$ cat src/rtl/mm_fetch_pkg.sv
// Shared types and address helper for the matrix A/B fetch arbiter.
package mm_fetch_pkg;

  typedef enum logic [2:0] {
    IDLE,
    ARB,
    REQ,
    RESP,
    DONE
  } fetch_state_t;

  typedef enum logic {
    STREAM_A,
    STREAM_B
  } stream_sel_t;

  // Wide intermediate; callers truncate to their address width for modulo wrap.
  function automatic logic [63:0] burst_addr(
    input logic [63:0] base,
    input logic [63:0] tile,
    input logic [63:0] beat,
    input int unsigned tile_shift,
    input int unsigned beat_shift
  );
    return base + (tile << tile_shift) + (beat << beat_shift);
  endfunction

endpackage

$ cat src/rtl/mm_stream_ctr.sv
// Per-stream tile/beat counters, burst address generator and FIFO credit check.
module mm_stream_ctr
  import mm_fetch_pkg::*;
#(
  parameter int ADDR_WIDTH       = 32,
  parameter int NUM_WIDTH        = 4,
  parameter int BURST_WIDTH      = 2,
  parameter int FIFO_DEPTH_WIDTH = 5,
  parameter int TILE_WIDTH       = 8
) (
  input  logic                        clk,
  input  logic                        rst,
  input  logic                        clear,
  input  logic [ADDR_WIDTH-1:0]       base_in,
  input  logic [TILE_WIDTH:0]         num_tiles,
  input  logic                        advance,
  input  logic [FIFO_DEPTH_WIDTH:0]   fifo_count,
  output logic [TILE_WIDTH:0]         tile,
  output logic [ADDR_WIDTH-1:0]       addr,
  output logic                        credit_ok,
  output logic                        finished
);

  localparam int BURST  = 1 << BURST_WIDTH;
  localparam int DEPTH  = 1 << FIFO_DEPTH_WIDTH;
  localparam int BEATS  = 1 << (NUM_WIDTH - BURST_WIDTH);
  localparam int BEAT_W = (NUM_WIDTH > BURST_WIDTH) ? NUM_WIDTH - BURST_WIDTH : 1;

  logic [ADDR_WIDTH-1:0] base_q;
  logic [BEAT_W-1:0]     beat;
  logic                  beat_last;

  assign beat_last = (beat == BEAT_W'(BEATS - 1));

  always_ff @(posedge clk or posedge rst) begin
    if (rst) begin
      base_q <= '0;
      tile   <= '0;
      beat   <= '0;
    end else if (clear) begin
      base_q <= base_in;
      tile   <= '0;
      beat   <= '0;
    end else if (advance) begin
      if (beat_last) begin
        beat <= '0;
        tile <= tile + (TILE_WIDTH+1)'(1);
      end else begin
        beat <= beat + BEAT_W'(1);
      end
    end
  end

  assign addr = ADDR_WIDTH'(burst_addr(64'(base_q), 64'(tile), 64'(beat),
                                       NUM_WIDTH, BURST_WIDTH));

  assign credit_ok = (fifo_count <= (FIFO_DEPTH_WIDTH+1)'(DEPTH - BURST));
  assign finished  = (tile >= num_tiles);

endmodule

$ cat src/rtl/mm_fetch_arbiter.sv
// Tile-by-tile A/B burst fetch arbiter feeding the load_AB PE chain FIFOs.
// Optional MM_FETCH_PERF_EN adds saturating stall/wait performance counters.
module mm_fetch_arbiter
  import mm_fetch_pkg::*;
#(
  parameter int D_WIDTH          = 64,
  parameter int ADDR_WIDTH       = 32,
  parameter int A_NUM_WIDTH      = 4,
  parameter int B_NUM_WIDTH      = 4,
  parameter int BURST_WIDTH      = 2,
  parameter int FIFO_DEPTH_WIDTH = 5,
  parameter int TILE_WIDTH       = 8
) (
  input  logic                      clk,
  input  logic                      rst,
  input  logic                      start,
  input  logic [TILE_WIDTH-1:0]     num_tiles,
  input  logic [ADDR_WIDTH-1:0]     base_addr_a,
  input  logic [ADDR_WIDTH-1:0]     base_addr_b,
  output logic                      busy,
  output logic                      done,
  output logic                      rd_req_valid,
  input  logic                      rd_req_ready,
  output logic [ADDR_WIDTH-1:0]     rd_req_addr,
  output logic [BURST_WIDTH:0]      rd_req_len,
  input  logic                      rd_resp_valid,
  input  logic [D_WIDTH-1:0]        rd_resp_data,
  input  logic                      rd_resp_last,
  output logic                      a_fifo_wr_en,
  output logic                      b_fifo_wr_en,
  output logic [D_WIDTH-1:0]        fifo_wdata,
  input  logic [FIFO_DEPTH_WIDTH:0] a_fifo_count,
  input  logic [FIFO_DEPTH_WIDTH:0] b_fifo_count,
  output logic                      err
`ifdef MM_FETCH_PERF_EN
 ,output logic [31:0]               perf_stall_credit,
  output logic [31:0]               perf_req_wait
`endif
);

  localparam int BURST = 1 << BURST_WIDTH;

  fetch_state_t          state, nxt;
  stream_sel_t           owner, last_grant;
  logic [TILE_WIDTH-1:0] num_tiles_q;
  logic [TILE_WIDTH:0]   nt_ext, a_tile, b_tile;
  logic [ADDR_WIDTH-1:0] a_addr, b_addr;
  logic                  a_credit, b_credit, a_fin, b_fin;
  logic                  a_elig, b_elig, grant_a, grant_b;
  logic                  accept, resp_fire, at_last, burst_end;
  logic                  busy_q, done_q, err_q;
  logic [BURST_WIDTH:0]  wcnt;

  assign accept    = (state == IDLE) && start;
  assign nt_ext    = {1'b0, num_tiles_q};
  assign a_elig    = !a_fin && (a_tile <= b_tile + (TILE_WIDTH+1)'(1)) && a_credit;
  assign b_elig    = !b_fin && (b_tile < a_tile) && b_credit;
  assign at_last   = (wcnt == (BURST_WIDTH+1)'(BURST - 1));
  assign resp_fire = (state == RESP) && rd_resp_valid;
  assign burst_end = resp_fire && at_last;

  mm_stream_ctr #(
    .ADDR_WIDTH      (ADDR_WIDTH),
    .NUM_WIDTH       (A_NUM_WIDTH),
    .BURST_WIDTH     (BURST_WIDTH),
    .FIFO_DEPTH_WIDTH(FIFO_DEPTH_WIDTH),
    .TILE_WIDTH      (TILE_WIDTH)
  ) u_ctr_a (
    .clk       (clk),
    .rst       (rst),
    .clear     (accept),
    .base_in   (base_addr_a),
    .num_tiles (nt_ext),
    .advance   (burst_end && (owner == STREAM_A)),
    .fifo_count(a_fifo_count),
    .tile      (a_tile),
    .addr      (a_addr),
    .credit_ok (a_credit),
    .finished  (a_fin)
  );

  mm_stream_ctr #(
    .ADDR_WIDTH      (ADDR_WIDTH),
    .NUM_WIDTH       (B_NUM_WIDTH),
    .BURST_WIDTH     (BURST_WIDTH),
    .FIFO_DEPTH_WIDTH(FIFO_DEPTH_WIDTH),
    .TILE_WIDTH      (TILE_WIDTH)
  ) u_ctr_b (
    .clk       (clk),
    .rst       (rst),
    .clear     (accept),
    .base_in   (base_addr_b),
    .num_tiles (nt_ext),
    .advance   (burst_end && (owner == STREAM_B)),
    .fifo_count(b_fifo_count),
    .tile      (b_tile),
    .addr      (b_addr),
    .credit_ok (b_credit),
    .finished  (b_fin)
  );

  always_ff @(posedge clk or posedge rst) begin
    if (rst) state <= IDLE;
    else     state <= nxt;
  end

  always_comb begin
    nxt     = state;
    grant_a = 1'b0;
    grant_b = 1'b0;
    case (state)
      IDLE: if (start) nxt = (num_tiles == '0) ? DONE : ARB;
      ARB: begin
        if (a_fin && b_fin) begin
          nxt = DONE;
        end else if (a_elig && (!b_elig || (last_grant == STREAM_B))) begin
          grant_a = 1'b1;
          nxt     = REQ;
        end else if (b_elig) begin
          grant_b = 1'b1;
          nxt     = REQ;
        end
      end
      REQ:     if (rd_req_ready) nxt = RESP;
      RESP:    if (burst_end) nxt = ARB;
      DONE:    nxt = IDLE;
      default: nxt = IDLE;
    endcase
  end

  always_ff @(posedge clk or posedge rst) begin
    if (rst) begin
      owner       <= STREAM_A;
      last_grant  <= STREAM_B;
      num_tiles_q <= '0;
      wcnt        <= '0;
      busy_q      <= 1'b0;
      done_q      <= 1'b0;
      err_q       <= 1'b0;
    end else begin
      done_q <= (state == DONE);
      if (accept) begin
        num_tiles_q <= num_tiles;
        busy_q      <= 1'b1;
      end else if (state == DONE) begin
        busy_q <= 1'b0;
      end
      if (grant_a || grant_b) begin
        owner      <= grant_a ? STREAM_A : STREAM_B;
        last_grant <= grant_a ? STREAM_A : STREAM_B;
        wcnt       <= '0;
      end else if (resp_fire) begin
        wcnt <= at_last ? '0 : wcnt + (BURST_WIDTH+1)'(1);
      end
      // Early or missing last both flag here; the burst always ends on the BURST-th word.
      if ((rd_resp_valid && (state != RESP)) || (resp_fire && (rd_resp_last != at_last)))
        err_q <= 1'b1;
    end
  end

  assign busy         = busy_q;
  assign done         = done_q;
  assign err          = err_q;
  assign rd_req_valid = (state == REQ);
  assign rd_req_addr  = !rd_req_valid ? '0 : (owner == STREAM_A) ? a_addr : b_addr;
  assign rd_req_len   = rd_req_valid ? (BURST_WIDTH+1)'(BURST) : '0;
  assign a_fifo_wr_en = resp_fire && (owner == STREAM_A);
  assign b_fifo_wr_en = resp_fire && (owner == STREAM_B);
  assign fifo_wdata   = resp_fire ? rd_resp_data : '0;

`ifdef MM_FETCH_PERF_EN
  logic stall_credit;
  assign stall_credit = (state == ARB) && !(a_fin && b_fin) && !a_elig && !b_elig;

  always_ff @(posedge clk or posedge rst) begin
    if (rst) begin
      perf_stall_credit <= '0;
      perf_req_wait     <= '0;
    end else if (accept) begin
      perf_stall_credit <= '0;
      perf_req_wait     <= '0;
    end else begin
      if (stall_credit && (perf_stall_credit != '1))
        perf_stall_credit <= perf_stall_credit + 32'd1;
      if ((state == REQ) && !rd_req_ready && (perf_req_wait != '1))
        perf_req_wait <= perf_req_wait + 32'd1;
    end
  end
`endif

endmodule

$ cat config.mk
export PLATFORM = sky130hd
export DESIGN_NAME = mm_fetch_arbiter
export DESIGN_NICKNAME = d
export VERILOG_FILES = /design/src/rtl/mm_fetch_pkg.sv /design/src/rtl/mm_stream_ctr.sv /design/src/rtl/mm_fetch_arbiter.sv
export SDC_FILE = /design/constraint.sdc
export NUM_CORES = 1
export LEC_CHECK = 0
export CORE_MARGIN = 4
export CORE_UTILIZATION = 41
export DETAILED_ROUTE_END_ITERATION = 8
export PLACE_DENSITY = 0.71
export SLEW_MARGIN = 10
export SYNTH_ARGS = -nofsm -noshare
export SYNTH_HDL_FRONTEND = slang
export SYNTH_SLANG_ARGS = --single-unit
export TNS_END_PERCENT = 30
$ cat constraint.sdc
create_clock -name clk -period 4.3 [get_ports clk]
set_input_delay 0.43 -clock clk [delete_from_list [all_inputs] [get_ports clk]]
set_output_delay 0.43 -clock clk [all_outputs]
set_load 0.005 [all_outputs]
==> results.txt <==
----------------------------------------------------
[STA]
  Slew of the pin with the lowest slew margin ... 0.8251 ns
  Count of pins over their slew limit ... 0
  Clock tree skew after final layout ... 0.01088 ns
  Final count of negative-setup-slack endpoints ... 0
  Sum of negative setup slack ... 0 ns
  Minimum hold slack ... around 0.47 ns
  Final critical path time including I/O delays and setup ... 3.895 ns
  Endpoints failing hold ... 0
  Post-route fraction of the period consumed by the critical path ... 90.58%
  RSZ-0062 raised after global routing ... false
  Relative slew slack ... 44.99%
  Maximum operating frequency ... 256.8 MHz

[Floorplan]
  Boundary pin count ... 259
  Vertical die dimension ... 146.0 µm
  Core area ... about 0.019 mm²
  Effective utilization at floorplan ... 41.71%
  FP Rows ... 50
  Area enclosed by the die boundary ... 0.02130 mm²
  Chip Width ... 146.0 µm

[Route]
  Routed length per placed instance ... 18.18 µm
  Post-detailed-routing wire length ... 23.71 mm
  Antenna-violating nets left ... 0
  Vias per Instance ... 5.353
  Initial DRC Count ... 385
  DR DRC count ... 0
  DRT Pass-1 Iters ... 4
  Vias post-DR ... 6980

[Critical path]
  Critical path launch point type ... flip-flop
  Worst Path Required ... 3.87 ns
  Critical setup path kind ... reg -> out
  Reg2Reg Launch Point ... u_ctr_b.tile[1]
  Length in cells of the worst reg-to-reg path ... 11
  Largest driver fanout on the critical path ... 10
  R2R Setup Slk ... around 1.3 ns
  Crit path DAT ... 3.46 ns
  Crit path launch ... u_ctr_b.beat[1]
  Endpoint of the worst register-to-register path ... state[1]
  Kind of capture point of the worst setup path ... output port
  Worst setup endpoint ... rd_req_addr[15]

[Logic synthesis]
  Leading cell types by count after synthesis ... 104 x sky130_fd_sc_hd__dfrtp_1, 70 x sky130_fd_sc_hd__and2_1, 63 x sky130_fd_sc_hd__mux2_2
  Syn avg cell area ... 9.492 µm²
  Post-synthesis cell type count ... 74
  Dominant cells by area after synthesis ... sky130_fd_sc_hd__dfrtp_1 33%, sky130_fd_sc_hd__ha_1 9.8%, sky130_fd_sc_hd__mux2_2 9.1%
  Number of warnings reported in the yosys synthesis log ... 0
  Synthesis-stage register bit count ... 105
  Proportion of netlist area held by the largest area contributor ... around a third
  Dominant synthesized flop cell ... sky130_fd_sc_hd__dfrtp_1
  Count of flip-flops with a built-in enable after synthesis ... 0
  Proportion of synthesized flip-flops having asynchronous set or reset ... 100.0%
  Count leader, synth ... sky130_fd_sc_hd__dfrtp_1
  Number of instances in the synthesized netlist ... between 800 and 900
  Seq/Total Area, Yosys ... between 30% and 40%
  Largest area contributor in the netlist ... sky130_fd_sc_hd__dfrtp_1
  Synthesized area ... approximately 0.0078 mm²

[CTS]
  Number of setup buffers added after CTS ... 0
  Clock tree root driver cell ... sky130_fd_sc_hd__clkbuf_16
  Cts hold-fix bufs ... 0
  CTS tree ... yes
  Clock slew at reported path FFs ... 0.07 ns
  Maximum level of the CTS H-tree ... 3
  CTS Buffer Depth ... 2
  Number of buffers created by CTS ... 9
  Clock latency of the later-clocked register in the worst-skew pair ... 0.35 ns
  Number of clock sinks ... 105
  Post-cts gate resize count ... 0

[Power]
  Clock power share ... 16.6%
  Power Dens Cells ... 473.2 mW/mm²
  Share of total power in sequential cells ... 35.3%
  Part of the power in combinational logic ... roughly half
  Static Leakage ... 4.438 nW
  Largest vdd supply drop ... 0.3082 mV
  Switching Fraction ... 38.30%
  Internal power consumption ... about 3.2 mW
  Sw Pwr ... about 2.0 mW

[Final layout]
  Synth-to-Final Area Change ... 39.13%
  Number of inserted filler cells in the final layout ... around 1700
  Share of post-route cells with drive strength above 1 ... a little under an eighth
  Final net count ... 1282
  Final Instance Count excl. Fillers ... 1304
  Fraction of the core area covered by cells at the end of the flow ... 58.03%
  # diodes ... 0

[GRT]
  Pin count of the biggest net entering global routing ... 65
  GR Util All Layers ... roughly 22%
  Global-route wire length before repair ... 37.40 mm
  Total overflow reported by the global router ... 0
  Number of antenna violations at the first check in global routing ... 0
  Vias in the first global route ... 6898

[Min path]
  Class of the most critical hold timing path ... reg -> reg

[Place]
  Placed wire-length estimate ... 19.07 mm
  Placer congestion estimate ... ~0.9
  IO buf count ... between 200 and 300
  Number of instances in the placed design ... 1288

[Run]
  Total of max-cap violations ... 0

[Status]
  Run status ... completed

----------------------------------------------------
placed cells by master, fill, tap and decap left out, types with 3 or more instances in the layout:
master / instances
sky130_fd_sc_hd__a211oi_1: 15
sky130_fd_sc_hd__a211oi_2: 4
sky130_fd_sc_hd__a21o_1: 13
sky130_fd_sc_hd__a21oi_1: 38
sky130_fd_sc_hd__and2_1: 70
sky130_fd_sc_hd__and3_1: 11
sky130_fd_sc_hd__and4_1: 4
sky130_fd_sc_hd__buf_4: 8
sky130_fd_sc_hd__clkbuf_16: 9
sky130_fd_sc_hd__clkdlybuf4s50_1: 256
sky130_fd_sc_hd__dfrtp_1: 104
sky130_fd_sc_hd__ha_1: 61
sky130_fd_sc_hd__inv_1: 28
sky130_fd_sc_hd__mux2_2: 63
sky130_fd_sc_hd__mux2i_1: 9
sky130_fd_sc_hd__nand2_1: 61
sky130_fd_sc_hd__nand3_1: 22
sky130_fd_sc_hd__nand3_2: 3
sky130_fd_sc_hd__nand4_1: 9
sky130_fd_sc_hd__nor2_1: 59
sky130_fd_sc_hd__nor2b_1: 8
sky130_fd_sc_hd__nor3_1: 11
sky130_fd_sc_hd__nor3_2: 6
sky130_fd_sc_hd__nor4_1: 4
sky130_fd_sc_hd__o2111ai_1: 3
sky130_fd_sc_hd__o21ai_0: 32
sky130_fd_sc_hd__o21ai_1: 4
sky130_fd_sc_hd__o22ai_1: 17
sky130_fd_sc_hd__or3_1: 6
sky130_fd_sc_hd__xnor2_1: 38
sky130_fd_sc_hd__xor2_1: 32
critical path: stages (launching register included):
cell and delay, ns:
sky130_fd_sc_hd__dfrtp_1 0.43, sky130_fd_sc_hd__ha_1 0.31, sky130_fd_sc_hd__a21o_1 0.16, sky130_fd_sc_hd__a21oi_1 0.28, sky130_fd_sc_hd__o211ai_1 0.24, sky130_fd_sc_hd__o21ai_2 0.48
sky130_fd_sc_hd__nor2_1 0.10, sky130_fd_sc_hd__xnor2_1 0.14, sky130_fd_sc_hd__a211oi_1 0.38, sky130_fd_sc_hd__clkdlybuf4s50_1 0.58
cell type report:
cell class / instances / area (µm²) / area share (%)
Multi-Input combinational cell: 654 / 4886 / 45.01
Sequential cell: 105 / 2629 / 24.22
Timing Repair Buffer: 264 / 2623 / 24.16
Tap cell: 234 / 292.8 / 2.697
Clock buffer: 10 / 239.0 / 2.201
Inverter: 31 / 118.9 / 1.095
Clock inverter: 6 / 67.56 / 0.6224
registers in the layout, summed over array words and instances (netlist names), 2 cells and up:
name,count
u_ctr_a.beat,2
num_tiles_q,8
u_ctr_b.beat,2
u_ctr_a.base_q,32
state,3
u_ctr_b.base_q,32
wcnt,3
u_ctr_a.tile,9
u_ctr_b.tile,9
worst min path at each step:
stage / depth (start not counted) / start / slack [ns] / to
4_1_cts: 1 / err / 0.48 / err
3_5_place_dp: 1 / err / 0.47 / err
2_1_floorplan: 1 / err / 0.45 / err
5_1_grt: 1 / err / 0.49 / err
6_report: 1 / err / 0.47 / err
3_3_place_gp: 1 / err / 0.46 / err
power groups by stage:
stage          combinational (mW)  sequential, mW  clock (mW)
4_1_cts                      2.49            1.80       0.867
6_report                     2.47            1.81       0.853
3_3_place_gp                 2.43            1.81           0
3_5_place_dp                 2.47            1.81           0
2_1_floorplan                1.64            1.62           0
5_1_grt                      2.73            1.86       0.910
per-stage QoR:
| stage | cell area [µm²] | power [mW] | worst slack (ns) |
|---|---|---|---|
| after CTS | 10860 | 5.160 | 0.3993 |
| final | 10860 | 5.136 | 0.4052 |
| after detailed placement | 10550 | 4.286 | 0.8080 |
| after floorplan | 7806 | 3.268 | 1.111 |
| after global placement | 10550 | 4.239 | 0.8802 |
| after global routing | 10860 | 5.499 | 0.1962 |
logic make-up after synthesis:
group | count (synthesis) | synth area share, %
AO/OA/AOI/OAI | 155 | 13.61
XOR/XNOR | 70 | 7.858
adder cells (fa/ha/maj) | 63 | 10.30
buffers and inverters | 64 | 3.736
flip-flops | 105 | 33.69
multiplexers | 72 | 10.25
other | 1 | 0.04806
AND/OR/NAND/NOR | 292 | 20.51
routing by layer:
layer | vias to the layer above | global-route usage [%] | routed length [µm]
li1 | 3387 | - | -
met1 | 3326 | 27.94 | 10170
met2 | 238 | 37.61 | 11590
met3 | 29 | 4.921 | 1511
met4 | 0 | 5.935 | 446
met5 | - | 0 | 0
Power figures use the tool's default switching activity.
